### src/rtl/inst_loader.sv
// Boot-time instruction loader: assembles little-endian words from a byte stream and writes them
// to instruction memory from address 0. Optional checksum stage enabled by LOADER_CHECKSUM_EN.
module inst_loader #(
  parameter int unsigned ADDR_W = 10
) (
  input  logic              clock,
  input  logic              reset,
  input  logic              start,
  input  logic [ADDR_W:0]   num_words,
  input  logic [7:0]        byte_in,
  input  logic              byte_valid,
  output logic              byte_ready,
  output logic              mem_wr_en,
  output logic [ADDR_W-1:0] mem_addr,
  output logic [31:0]       mem_wr_data,
  output logic              cpu_reset,
  output logic              done,
  output logic              error
);

  typedef enum logic [2:0] {
    StIdle,
    StRecv,
    StWrite,
`ifdef LOADER_CHECKSUM_EN
    StCheck,
    StError,
`endif
    StDone
  } state_e;

  localparam logic [ADDR_W:0] MaxWords = {1'b1, {ADDR_W{1'b0}}};

  state_e          state;
  logic [ADDR_W:0] words_left;
  logic [1:0]      byte_idx;
  logic            start_ok;
  logic [ADDR_W:0] words_sat;
  logic            byte_xfer;

`ifdef LOADER_CHECKSUM_EN
  logic [7:0] csum;
`endif

  assign words_sat = (num_words > MaxWords) ? MaxWords : num_words;
  assign byte_xfer = byte_valid && byte_ready;

  always_comb begin
    start_ok = start && (state == StIdle || state == StDone);
`ifdef LOADER_CHECKSUM_EN
    if (start && state == StError) start_ok = 1'b1;
`endif
  end

  always_ff @(posedge clock or posedge reset) begin
    if (reset) begin
      state       <= StIdle;
      words_left  <= '0;
      byte_idx    <= '0;
      byte_ready  <= 1'b0;
      mem_wr_en   <= 1'b0;
      mem_addr    <= '0;
      mem_wr_data <= '0;
      cpu_reset   <= 1'b1;
      done        <= 1'b0;
`ifdef LOADER_CHECKSUM_EN
      csum        <= '0;
      error       <= 1'b0;
`endif
    end else if (start_ok) begin
      words_left <= words_sat;
      mem_addr   <= '0;
      byte_idx   <= '0;
      mem_wr_en  <= 1'b0;
`ifdef LOADER_CHECKSUM_EN
      csum       <= '0;
      error      <= 1'b0;
`endif
      if (num_words == '0) begin
        state      <= StDone;
        byte_ready <= 1'b0;
        cpu_reset  <= 1'b0;
        done       <= 1'b1;
      end else begin
        state      <= StRecv;
        byte_ready <= 1'b1;
        cpu_reset  <= 1'b1;
        done       <= 1'b0;
      end
    end else begin
      case (state)
        StRecv: begin
          if (byte_xfer) begin
            // Bytes land directly in the write-data register; it is only strobed once complete.
            mem_wr_data[{byte_idx, 3'b000} +: 8] <= byte_in;
            byte_idx <= byte_idx + 2'd1;
`ifdef LOADER_CHECKSUM_EN
            csum <= csum ^ byte_in;
`endif
            if (byte_idx == 2'd3) begin
              state      <= StWrite;
              byte_ready <= 1'b0;
              mem_wr_en  <= 1'b1;
            end
          end
        end
        StWrite: begin
          mem_wr_en <= 1'b0;
          if (words_left == (ADDR_W+1)'(1)) begin
`ifdef LOADER_CHECKSUM_EN
            state      <= StCheck;
            byte_ready <= 1'b1;
`else
            state     <= StDone;
            done      <= 1'b1;
            cpu_reset <= 1'b0;
`endif
          end else begin
            words_left <= words_left - (ADDR_W+1)'(1);
            mem_addr   <= mem_addr + ADDR_W'(1);
            state      <= StRecv;
            byte_ready <= 1'b1;
          end
        end
`ifdef LOADER_CHECKSUM_EN
        StCheck: begin
          if (byte_xfer) begin
            byte_ready <= 1'b0;
            if (byte_in == csum) begin
              state     <= StDone;
              done      <= 1'b1;
              cpu_reset <= 1'b0;
            end else begin
              state <= StError;
              error <= 1'b1;
            end
          end
        end
`endif
        default: ;
      endcase
    end
  end

`ifndef LOADER_CHECKSUM_EN
  assign error = 1'b0;
`endif

endmodule

### config.mk
export PLATFORM = sky130hd
export DESIGN_NAME = inst_loader
export DESIGN_NICKNAME = d
export VERILOG_FILES = /design/src/rtl/inst_loader.sv
export SDC_FILE = /design/constraint.sdc
export NUM_CORES = 1
export LEC_CHECK = 0
export CORE_ASPECT_RATIO = 0.8
export CORE_MARGIN = 2
export CORE_UTILIZATION = 45
export CTS_CLUSTER_DIAMETER = 40
export DETAILED_ROUTE_END_ITERATION = 6
export DONT_BUFFER_PORTS = 1
export GPL_TIMING_DRIVEN = 0
export PLACE_DENSITY = 0.72
export SYNTH_ARGS = -nofsm -noshare
export SYNTH_HDL_FRONTEND = slang
export SYNTH_SLANG_ARGS = --single-unit
### constraint.sdc
create_clock -name clock -period 2.67 [get_ports clock]
set_input_delay 0.801 -clock clock [delete_from_list [all_inputs] [get_ports clock]]
set_output_delay 0.801 -clock clock [all_outputs]
set_load 0.005 [all_outputs]
-- Word-level counts from Yosys, hierarchy flattened
Index checks and enable logic that the tools add are counted.
W data, S select, Z words.
- word-level logic and storage cells: 76
- bits of input ports: 23
- bits in registers: 62
- output and inout port bits: 47
- equality and inequality tests: 9
- reductions and logical operators: 16
- mux-type cells: 34
- shifts and indexed selects: 2
- magnitude comparators: 1
- bitwise operators: 1
- $add $sub $neg: 4
- operator list (cell ; count):
    $mux W11 ; 4
    $bwmux W32 ; 1
    $shift A8 B7 Y32 const A ; 1
    $shiftx A8 B7 Y32 ; 1
    $mux W10 ; 3
    $mux W1 ; 15
    $eq A11 B1 Y1 const B ; 1
    $gt A11 B11 Y1 const B ; 1
    $logic_not A11 Y1 ; 1
    $sub A11 B1 Y11 const B ; 1
    $add A10 B1 Y10 const B ; 1
    $mux W2 ; 5
    $mux W3 ; 3
    $ne A3 B3 Y1 const B ; 3
    $reduce_bool A2 Y1 ; 4
    $neg A5 Y7 ; 1
    $eq A3 B2 Y1 const B ; 2
    $pmux W3 S2 ; 1
    $reduce_and A2 Y1 ; 3
    $reduce_and A3 Y1 ; 2
    $pmux W1 S2 ; 2
    $reduce_and A4 Y1 ; 1
    $eq A3 B1 Y1 const B ; 1
    $logic_not A3 Y1 ; 1
    other kinds (7) ; 8

-- Depth between registers and ports, before layout
Gate-level depths: netlist of the first run.
- word-level depth: 5
- gate-level depth with buffers: 8
- mapped depth without buffers: 6

-- Worst setup path after synthesis of the first run
OpenSTA, ideal clock, no wires.
- path kind: input to register
- start point: in start
- end point: reg mem_wr_data[16]
- buffers on the path: 2
- cell stages on the path: 6
- slack: 0.537 ns
- setup time: 0.083 ns
- arrival time: 2.050 ns
- data required time: 2.587 ns
- cells stage by stage: and2_1 clkbuf_1 nor3b_1 clkbuf_1 nand3_1 o21ai_0
- word-level cells in the longest chain between the ends: 3
- RTL lines (element ; RTL line ; text):
    start: declaration ; 8 ; input logic start,
    $logic_and A1 B1 Y1 ; 49 ; start_ok = start && (state == StIdle || state == StDone);
    $not A1 Y1 (no source line) ; -- ;
    $reduce_and A3 Y1 (no source line) ; -- ;
    end signal: indexed assignment ; 95 ; mem_wr_data[{byte_idx, 3'b000} +: 8] <= byte_in;
    end: declaration ; 15 ; output logic [31:0] mem_wr_data,
Every way passes these cells.
A chain may end at the register's enable or synchronous reset.

-- Final worst setup path of the first run
- start point: reg state[0]
- end point: reg mem_wr_data[2]
- word-level cells in the longest chain between the ends: 5
- elaborated cells between the ends (all ways): 7
- classes of those cells: eq/ne (2); bitwise (1); reduce/logical (4)
- RTL lines (element ; RTL line ; text):
    start: declaration ; 34 ; state_e state;
    start signal: assignment ; 57 ; state <= StIdle;
    start signal: assignment ; 80 ; state <= StDone;
    start signal: assignment ; 85 ; state <= StRecv;
    $eq A3 B2 Y1 or $logic_not A3 Y1 (tied branches) ; 49 ;
    $logic_or A1 B1 Y1 ; 49 ;
    $logic_and A1 B1 Y1 ; 49 ;
    $not A1 Y1 (no source line) ; -- ;
    $reduce_and A3 Y1 (no source line) * ; -- ;
Mark *: on every way between the ends. The rest lies on a longest branch, timed or not.

==> results_tabular.tex, run 1 <==
\begin{tabular}{lr}
\hline
Metric & Value \\
\hline
\multicolumn{2}{l}{\textbf{Floorplanning}} \\
Die H & slightly below 80 um \\
Die Footprint & roughly 0.0075 sq mm \\
Die X & approximately 96 um \\
Cell Rows & 26 \\
Placeable core area & around 0.0065 sq mm \\
Initial Util & around 47\% \\
IO Count & 70 \\
\multicolumn{2}{l}{\textbf{Worst setup path}} \\
Most frequent CP cell & clkbuf\_1 \\
Arrival @ worst endpoint & 2540 ps \\
Category of the critical setup timing path & reg2reg \\
Cells traversed along the worst timing path & inv\_1 > ha\_1 > and2\_1 > clkbuf\_1 > nor3b\_2 > clkbuf\_1 > nand3\_1 > o21ai\_0 \\
Sort of element at the start of the critical path & register \\
Worst stage delay on the critical path & between 400 and 500 ps \\
Crit end category & register \\
Required @ worst endpoint & approximately 2900 ps \\
Maximum fanout count along the critical path & 10 \\
Cell at the slowest stage of the critical path & nor3b\_2 \\
\multicolumn{2}{l}{\textbf{Yosys}} \\
List of most frequent post-synthesis cells & dfrtp\_1 (60), inv\_1 (41), o21ai\_0 (39), nand3\_1 (38), a21oi\_1 (23) \\
Cell with the most instances after synthesis & dfrtp\_1 \\
Number of flops mapped to enable cells by yosys & 0 \\
Share of synthesized area occupied by flip-flops and latches & 49.9\% \\
Post-Syn Area & about 0.0031 sq mm \\
Share of synthesized area spent on multiplexers & 0.981\% \\
Warnings, synthesis & 0 \\
Adder-Cell Fraction of Synth Area & slightly above 4\% \\
Area share of the largest cell type after synthesis & $\sim$50\% \\
Basic-gate share of the synthesized area counting and, or, nand and nor cells & between 10\% and 20\% \\
Mean Syn Cell Area & 9.31 sq um \\
Synthesized instance count & roughly 330 \\
Complex-gate fraction of the synthesized area & between 15 and 20\% \\
Largest family of logic cells by synthesized area & simple AND/OR/NAND/NOR gates \\
Post-synthesis register bit count & roughly 60 \\
Post-synthesis share of cell area spent on xor and xnor gates & about 2.3\% \\
Distinct cells, synth & 44 \\
Ys async rst share & 100\% \\
Yosys top cell by area & dfrtp\_1 \\
Top area cells in the synthesized netlist & dfrtp\_1 (49\%), o21ai\_0 (6.4\%), nand3\_1 (6.2\%) \\
Synthesized netlist net count & 362 \\
Most frequently used flop master after synthesis & dfrtp\_1 \\
\multicolumn{2}{l}{\textbf{Cells and area}} \\
Total of fill cells in the finished design & about 600 \\
ANT cells & 0 \\
Post-synthesis to final-layout area growth & 11.2\% \\
Share of cells above drive strength 1 & a little under a tenth \\
Post-layout nets & between 300 and 400 \\
Fin cells & between 400 and 500 \\
\multicolumn{2}{l}{\textbf{Global route}} \\
Largest net degree at the start of global routing & 35 \\
Grt ovf & 0 \\
Number of global-route vias before repair & roughly 2400 \\
First-pass GRT wire length & about 12 mm \\
Initial antenna violation count & 0 \\
Global-route total usage across every layer & between 20\% and 30\% \\
\multicolumn{2}{l}{\textbf{Power and ir drop}} \\
Internal power summed over all cells & $\sim$0.0022 W \\
Net switching share of the total power & roughly two fifths \\
Combinational power share & 31.7\% \\
Power density relative to cell area & $\sim$1100 mW/mm\^{}2 \\
Leakage dissipation & approximately 1.4 nW \\
Power dissipated by switching net loads & $\sim$0.0014 W \\
Clk network pwr share & $\sim$23\% \\
Part of the power in registers & between 40\% and 50\% \\
Worst IR Drop VDD & 317 uV \\
Final Total Pwr & 0.00362 W \\
\multicolumn{2}{l}{\textbf{STA}} \\
Fmax & approximately 440 MHz \\
Clock Skews & roughly 10 ps \\
Final max-slew violation count & 0 \\
Number of hold violations in the final report & 0 \\
Relative max-transition margin & between 40\% and 50\% \\
RSZ-0062 raised after global routing & no \\
Tightest hold margin & 423 ps \\
Number of endpoints failing setup at the final stage & 0 \\
Slew at the pin closest to its max-slew limit & $\sim$850 ps \\
Minimum clock period after layout & 2290 ps \\
Final period utilization & between 80\% and 90\% \\
\multicolumn{2}{l}{\textbf{Drt}} \\
Total vias in the final route & $\sim$2400 \\
Routed wirelength normalized by instance count & roughly 17 um \\
First-iteration detailed-routing DRC count & 144 \\
Remaining routing DRC violations & 0 \\
Number of nets still failing antenna checks after routing & 0 \\
Total routed wirelength & 7.10 mm \\
Detailed-route vias per instance & 5.64 \\
Total iterations of the first detailed-routing run & 4 \\
\multicolumn{2}{l}{\textbf{Placed design}} \\
Weighted congestion reported at the end of routability-driven placement & just under 0.8 \\
HPWL after detailed placement & slightly above 5 mm \\
Placed Instances & 414 \\
Number of port buffers & 0 \\
\multicolumn{2}{l}{\textbf{Job}} \\
Max\_cap viols & 0 \\
\multicolumn{2}{l}{\textbf{Clocking}} \\
Hold Buf Count CTS & 0 \\
Clock latency at the later pin of the worst-skew pair & about 340 ps \\
TritonCTS buffer count & 9 \\
Number of buffers on the longest clock path & 2 \\
Clock slew at reported path FFs & around 70 ps \\
Clock H-tree levels & 3 \\
Root buf cell & clkbuf\_8 \\
Clock Sinks & slightly above 60 \\
CTS tree & built \\
\multicolumn{2}{l}{\textbf{Worst hold path}} \\
Class of the most critical hold timing path & in2async \\
\multicolumn{2}{l}{\textbf{Run status}} \\
Outcome & finished clean \\
\hline
\end{tabular}
-- logic make-up after synthesis --
family / count (synthesis)
XOR/XNOR: 8
adder cells (fa/ha/maj): 10
AO/OA/AOI/OAI: 84
buffers and inverters: 54
flip-flops: 61
other: 1
AND/OR/NAND/NOR: 108
multiplexers: 3
-- repair_timing --
item	CTS	global route
buffers inserted	0	0
endpoints found under the setup margin	0	20
gates resized for setup	0	4
-- critical path, delay by kind of cell (launching register included) --
kind                     cells  cell delay, ps
adder cells (fa/ha/maj)      1             290
flip-flops                   1             390
AND/OR/NAND/NOR              3             760
AO/OA/AOI/OAI                1             110
buffers and inverters        3             660
-- through the flow --
stage               TNS [ps]  area (sq um)  util, %  worst slack (ps)
floorplan                  0          3060        -               358
global placement      -19640          3170     48.9              -329
detailed placement         0          3190     49.2               154
CTS                        0          3390     52.3               186
global route               0          3410     52.6               102
finish                     0          3410     52.6               384
-- layout make-up --
class                   instances  area (sq um)  share of cell area, %
clock inverters                 4          47.5                   1.40
clock buffers                  11           151                   4.45
multi-input cells             214          1340                   39.3
inverters                      41           154                   4.52
well taps                      84           105                   3.09
plain buffers                  13          60.1                   1.76
repair buffers                  1          20.0                  0.588
flip-flops and latches         61          1530                   44.9
-- sequential cells by signal, indices dropped and copies added, names as in the netlist --
| register | count |
|---|---|
| done | 1 |
| mem_wr_en | 1 |
| words_left | 11 |
| mem_wr_data | 32 |
| cpu_reset | 1 |
| mem_addr | 10 |
| state | 2 |
| byte_idx | 2 |
| byte_ready | 1 |
-- layout by cell type (no fill, tap or decap), drive strengths merged, types with 3 or more instances in the layout --
| cell | count |
|---|---|
| ha | 10 |
| nor3b | 9 |
| a31oi | 4 |
| o21ai | 39 |
| xnor2 | 6 |
| nand3 | 38 |
| nor4 | 7 |
| nand4 | 5 |
| nand2 | 15 |
| o31ai | 3 |
| mux2i | 3 |
| clkbuf | 21 |
| or3 | 7 |
| nand2b | 3 |
| o21a | 3 |
| nor3 | 4 |
| a21oi | 23 |
| nor2 | 12 |
| buf | 4 |
| inv | 41 |
| dfrtp | 60 |
| or4 | 3 |
-- routing by layer --
metal,track usage (%),vias to the layer above,wire (um)
met5,0,-,0
met4,7.86,0,115
met3,7.38,11,592
met2,29.6,75,3100
met1,29.1,1157,3290
li1,-,1178,-
-- path summary, 6_finish.rpt --
kind                                            from                          end  slack, ps  cells after the start
min in group clock         words_left[1]$_DFFE_PP0P_    words_left[1]$_DFFE_PP0P_        550                      2
setup reg to reg                state[0]$_DFFE_PP0P_   mem_wr_data[2]$_DFFE_PP0P_        380                      8
max in group asynchronous                      reset  mem_wr_data[17]$_DFFE_PP0P_       1660                      2
hold reg to reg            words_left[1]$_DFFE_PP0P_    words_left[1]$_DFFE_PP0P_        550                      2
setup / recovery                state[0]$_DFFE_PP0P_   mem_wr_data[2]$_DFFE_PP0P_        380                      8
hold / removal                                 reset       byte_ready$_DFFE_PP0P_        420                      1
-- power groups by stage --
stage | registers (W) | clock network, W | logic (W)
4_1_cts | 0.00165 | 0.000844 | 0.00113
2_1_floorplan | 0.00156 | 0 | 0.000899
3_5_place_dp | 0.00166 | 0 | 0.00112
3_3_place_gp | 0.00165 | 0 | 0.00107
6_report | 0.00164 | 0.000829 | 0.00115
5_1_grt | 0.00170 | 0.000885 | 0.00134
No activity file was read; power rests on OpenSTA's default activity.
==> inputs of run 2 (changes only) <==
--- a/config.mk
+++ b/config.mk
@@ -7,12 +7,13 @@
 export LEC_CHECK = 0
 export CORE_ASPECT_RATIO = 0.8
 export CORE_MARGIN = 2
-export CORE_UTILIZATION = 45
+export CORE_UTILIZATION = 30
 export CTS_CLUSTER_DIAMETER = 40
 export DETAILED_ROUTE_END_ITERATION = 6
 export DONT_BUFFER_PORTS = 1
 export GPL_TIMING_DRIVEN = 0
-export PLACE_DENSITY = 0.72
+export PLACE_DENSITY = 0.56
 export SYNTH_ARGS = -nofsm -noshare
 export SYNTH_HDL_FRONTEND = slang
 export SYNTH_SLANG_ARGS = --single-unit
+export TNS_END_PERCENT = 30
==> run 2 against run 1 <==
  * Final area is 4.7% higher
  * Register-to-register slack worse by 70 ps
  * Clock skew is 1.7 ps lower
  * Combinational power hardly changed
  * Count of clock-buffer cells in the layout stayed put
  * Non-clock buffer count stayed put
  * First-iteration DRC count is 25% lower
  * Worst setup slack worse by 70 ps
  * Utilization is 16 points lower
  * Via count is 1.1% lower
  * Clock power is 38% higher
  * Largest power group unchanged
  * Highest routed layer unchanged
==> results_tabular.tex, run 2 (synthesized netlist as in run 1, its figures left out) <==
\begin{tabular}{lr}
\hline
Metric & Value \\
\hline
\multicolumn{2}{l}{\textbf{Run status}} \\
Outcome & finished clean (unchanged) \\
\multicolumn{2}{l}{\textbf{STA}} \\
Final period utilization & 88.2\% (was 85.6\%) \\
Number of hold violations in the final report & 0 (unchanged) \\
RSZ-0062 raised after global routing & no (unchanged) \\
Clock Skews & 8.56 ps (was 10.2 ps) \\
Fmax & 425 MHz (was 438 MHz) \\
Number of endpoints failing setup at the final stage & 0 (unchanged) \\
Slew at the pin closest to its max-slew limit & 924 ps (was 850 ps) \\
Final max-slew violation count & 0 (unchanged) \\
Minimum clock period after layout & 2360 ps (was 2290 ps) \\
Relative max-transition margin & 38.3\% (was 43.2\%) \\
\multicolumn{2}{l}{\textbf{Drt}} \\
Routed wirelength normalized by instance count & 16.2 um (was 16.5 um) \\
Total vias in the final route & 2395 (was 2421) \\
Number of nets still failing antenna checks after routing & 0 (unchanged) \\
Detailed-route vias per instance & 4.97 (was 5.64) \\
Remaining routing DRC violations & 0 (unchanged) \\
First-iteration detailed-routing DRC count & 108 (was 144) \\
Total routed wirelength & 7.79 mm (was 7.10 mm) \\
Total iterations of the first detailed-routing run & 4 (unchanged) \\
\multicolumn{2}{l}{\textbf{Worst setup path}} \\
Maximum fanout count along the critical path & 10 (unchanged) \\
Critical R2R Launch & state[0]\$\_DFFE\_PP0P\_ (unchanged) \\
Cell at the slowest stage of the critical path & nor3b\_2 (unchanged) \\
Required @ worst endpoint & 2900 ps (was 2920 ps) \\
Cells traversed along the worst timing path & inv\_1 > ha\_1 > and2\_1 > clkbuf\_1 > nor3b\_2 > clkbuf\_1 > nand3\_1 > o21ai\_0 (unchanged) \\
Category of the critical setup timing path & reg2reg (unchanged) \\
Arrival @ worst endpoint & 2590 ps (was 2540 ps) \\
Most frequent CP cell & clkbuf\_1 (unchanged) \\
Worst stage delay on the critical path & 520 ps (was 480 ps) \\
Crit end category & register (unchanged) \\
Sort of element at the start of the critical path & register (unchanged) \\
Beginning of the critical path & state[0]\$\_DFFE\_PP0P\_ (unchanged) \\
\multicolumn{2}{l}{\textbf{Worst hold path}} \\
Class of the most critical hold timing path & in2async (unchanged) \\
\multicolumn{2}{l}{\textbf{Placed design}} \\
Weighted congestion reported at the end of routability-driven placement & 0.742 (was 0.776) \\
HPWL after detailed placement & 5.66 mm (was 5.09 mm) \\
Number of port buffers & 0 (unchanged) \\
Placed cell area & 0.00325 sq mm (was 0.00319 sq mm) \\
\multicolumn{2}{l}{\textbf{Floorplanning}} \\
Initial Util & 31.3\% (was 47.3\%) \\
Placeable core area & 0.00977 sq mm (was 0.00647 sq mm) \\
Die X & 117 um (was 96.2 um) \\
IO Count & 70 (unchanged) \\
Cell Rows & 32 (was 26) \\
Die Footprint & 0.0110 sq mm (was 0.00748 sq mm) \\
Die H & 94.4 um (was 77.8 um) \\
\multicolumn{2}{l}{\textbf{Cells and area}} \\
Post-route cell area & 0.00356 sq mm (was 0.00341 sq mm) \\
Largest reg by FF count & mem\_wr\_data (unchanged) \\
Post-synthesis to final-layout area growth & 16.4\% (was 11.2\%) \\
ANT cells & 0 (unchanged) \\
Commonest cells after routing, fill and taps aside & dfrtp\_1 (60), inv\_1 (40), o21ai\_0 (39) (unchanged) \\
Share of cells above drive strength 1 & 9.54\% (was 9.57\%) \\
Largest registers & mem\_wr\_data x32, words\_left x11, mem\_addr x10 (unchanged) \\
Leading cell type in the layout, fill and taps excluded & dfrtp\_1 (unchanged) \\
Max FFs per register & 32 (unchanged) \\
Total of fill cells in the finished design & 1001 (was 599) \\
Post-layout nets & 374 (unchanged) \\
\multicolumn{2}{l}{\textbf{Power and ir drop}} \\
Worst IR Drop VDD & 302 uV (was 317 uV) \\
Power density relative to cell area & 1110 mW/mm\^{}2 (was 1060 mW/mm\^{}2) \\
Leakage dissipation & 1.48 nW (was 1.43 nW) \\
Final Total Pwr & 0.00394 W (was 0.00362 W) \\
\multicolumn{2}{l}{\textbf{Clocking}} \\
TritonCTS buffer count & 9 (unchanged) \\
Post-CTS setup buffer count & 0 (unchanged) \\
Number of buffers on the longest clock path & 2 (unchanged) \\
Clock slew at reported path FFs & 60 ps (was 70 ps) \\
Number of resized instances in the post-cts repair step & 0 (unchanged) \\
Root buf cell & clkbuf\_16 (was clkbuf\_8) \\
CTS tree & built (unchanged) \\
Clock Sinks & 61 (unchanged) \\
Clock latency at the later pin of the worst-skew pair & 320 ps (was 340 ps) \\
Hold Buf Count CTS & 0 (unchanged) \\
Clock H-tree levels & 3 (unchanged) \\
\multicolumn{2}{l}{\textbf{Global route}} \\
First-pass GRT wire length & 12.7 mm (was 12.0 mm) \\
Number of global-route vias before repair & 2424 (was 2377) \\
Global-route total usage across every layer & 15.1\% (was 20.9\%) \\
Initial antenna violation count & 0 (unchanged) \\
Largest net degree at the start of global routing & 43 (was 35) \\
Grt ovf & 0 (unchanged) \\
\multicolumn{2}{l}{\textbf{Job}} \\
Max\_cap viols & 0 (unchanged) \\
\hline
\end{tabular}
## run 2: worst paths after layout
path                       cells after the start                     endpoint  slack [ps]
min reg2reg                                    2    words_left[1]$_DFFE_PP0P_         550
max in group asynchronous                      2        cpu_reset$_DFFE_PP1P_        1640
min in group clock                             2    words_left[1]$_DFFE_PP0P_         550
max                                            8  mem_wr_data[17]$_DFFE_PP0P_         310
max reg2reg                                    8  mem_wr_data[17]$_DFFE_PP0P_         310
min                                            1   mem_wr_data[0]$_DFFE_PP0P_         370
## run 2: final cells by class
cell class / instances / area [sq um] / area share (%)
clock buffer: 11 / 243 / 6.81
buffer: 13 / 60.1 / 1.68
sequential: 61 / 1530 / 42.9
timing repair buffer: 1 / 20.0 / 0.562
tap: 136 / 170 / 4.77
inverter: 41 / 154 / 4.32
multi-input combinational: 214 / 1340 / 37.6
clock inverter: 5 / 50.0 / 1.40
## run 2: per-stage QoR
| step | setup slack [ps] | hold slack (ps) | cells | util [%] | TNS (ps) |
|---|---|---|---|---|---|
| 3_3_place_gp | -402 | 531 | 465 | 33.1 | -23880 |
| 5_1_grt | 92.3 | 404 | 482 | 36.5 | 0 |
| 3_5_place_dp | 80.4 | 541 | 466 | 33.3 | 0 |
| 4_1_cts | 90.2 | 383 | 482 | 36.3 | 0 |
| 6_report | 315 | 372 | 482 | 36.5 | 0 |
| 2_1_floorplan | 358 | 507 | 329 | - | 0 |
## run 2: critical path: cells and delay by family (launching register included)
| family | cells | cell delay (ps) |
|---|---|---|
| fa+ha+maj | 1 | 300 |
| buf+inv | 3 | 680 |
| compound gates | 1 | 110 |
| flops | 1 | 390 |
| simple gates | 3 | 790 |
## run 2: where the power goes
part           total, W  switching, W  internal [W]
sequential      0.00166      0.000357       0.00130
combinational   0.00114      0.000701      0.000443
clock           0.00114      0.000402      0.000741
## run 2: metal layers
metal | global-route usage, % | wire (um)
met1 | 20.0 | 3500
met2 | 22.2 | 3490
met3 | 5.97 | 651
met4 | 5.88 | 144
met5 | 0 | 0
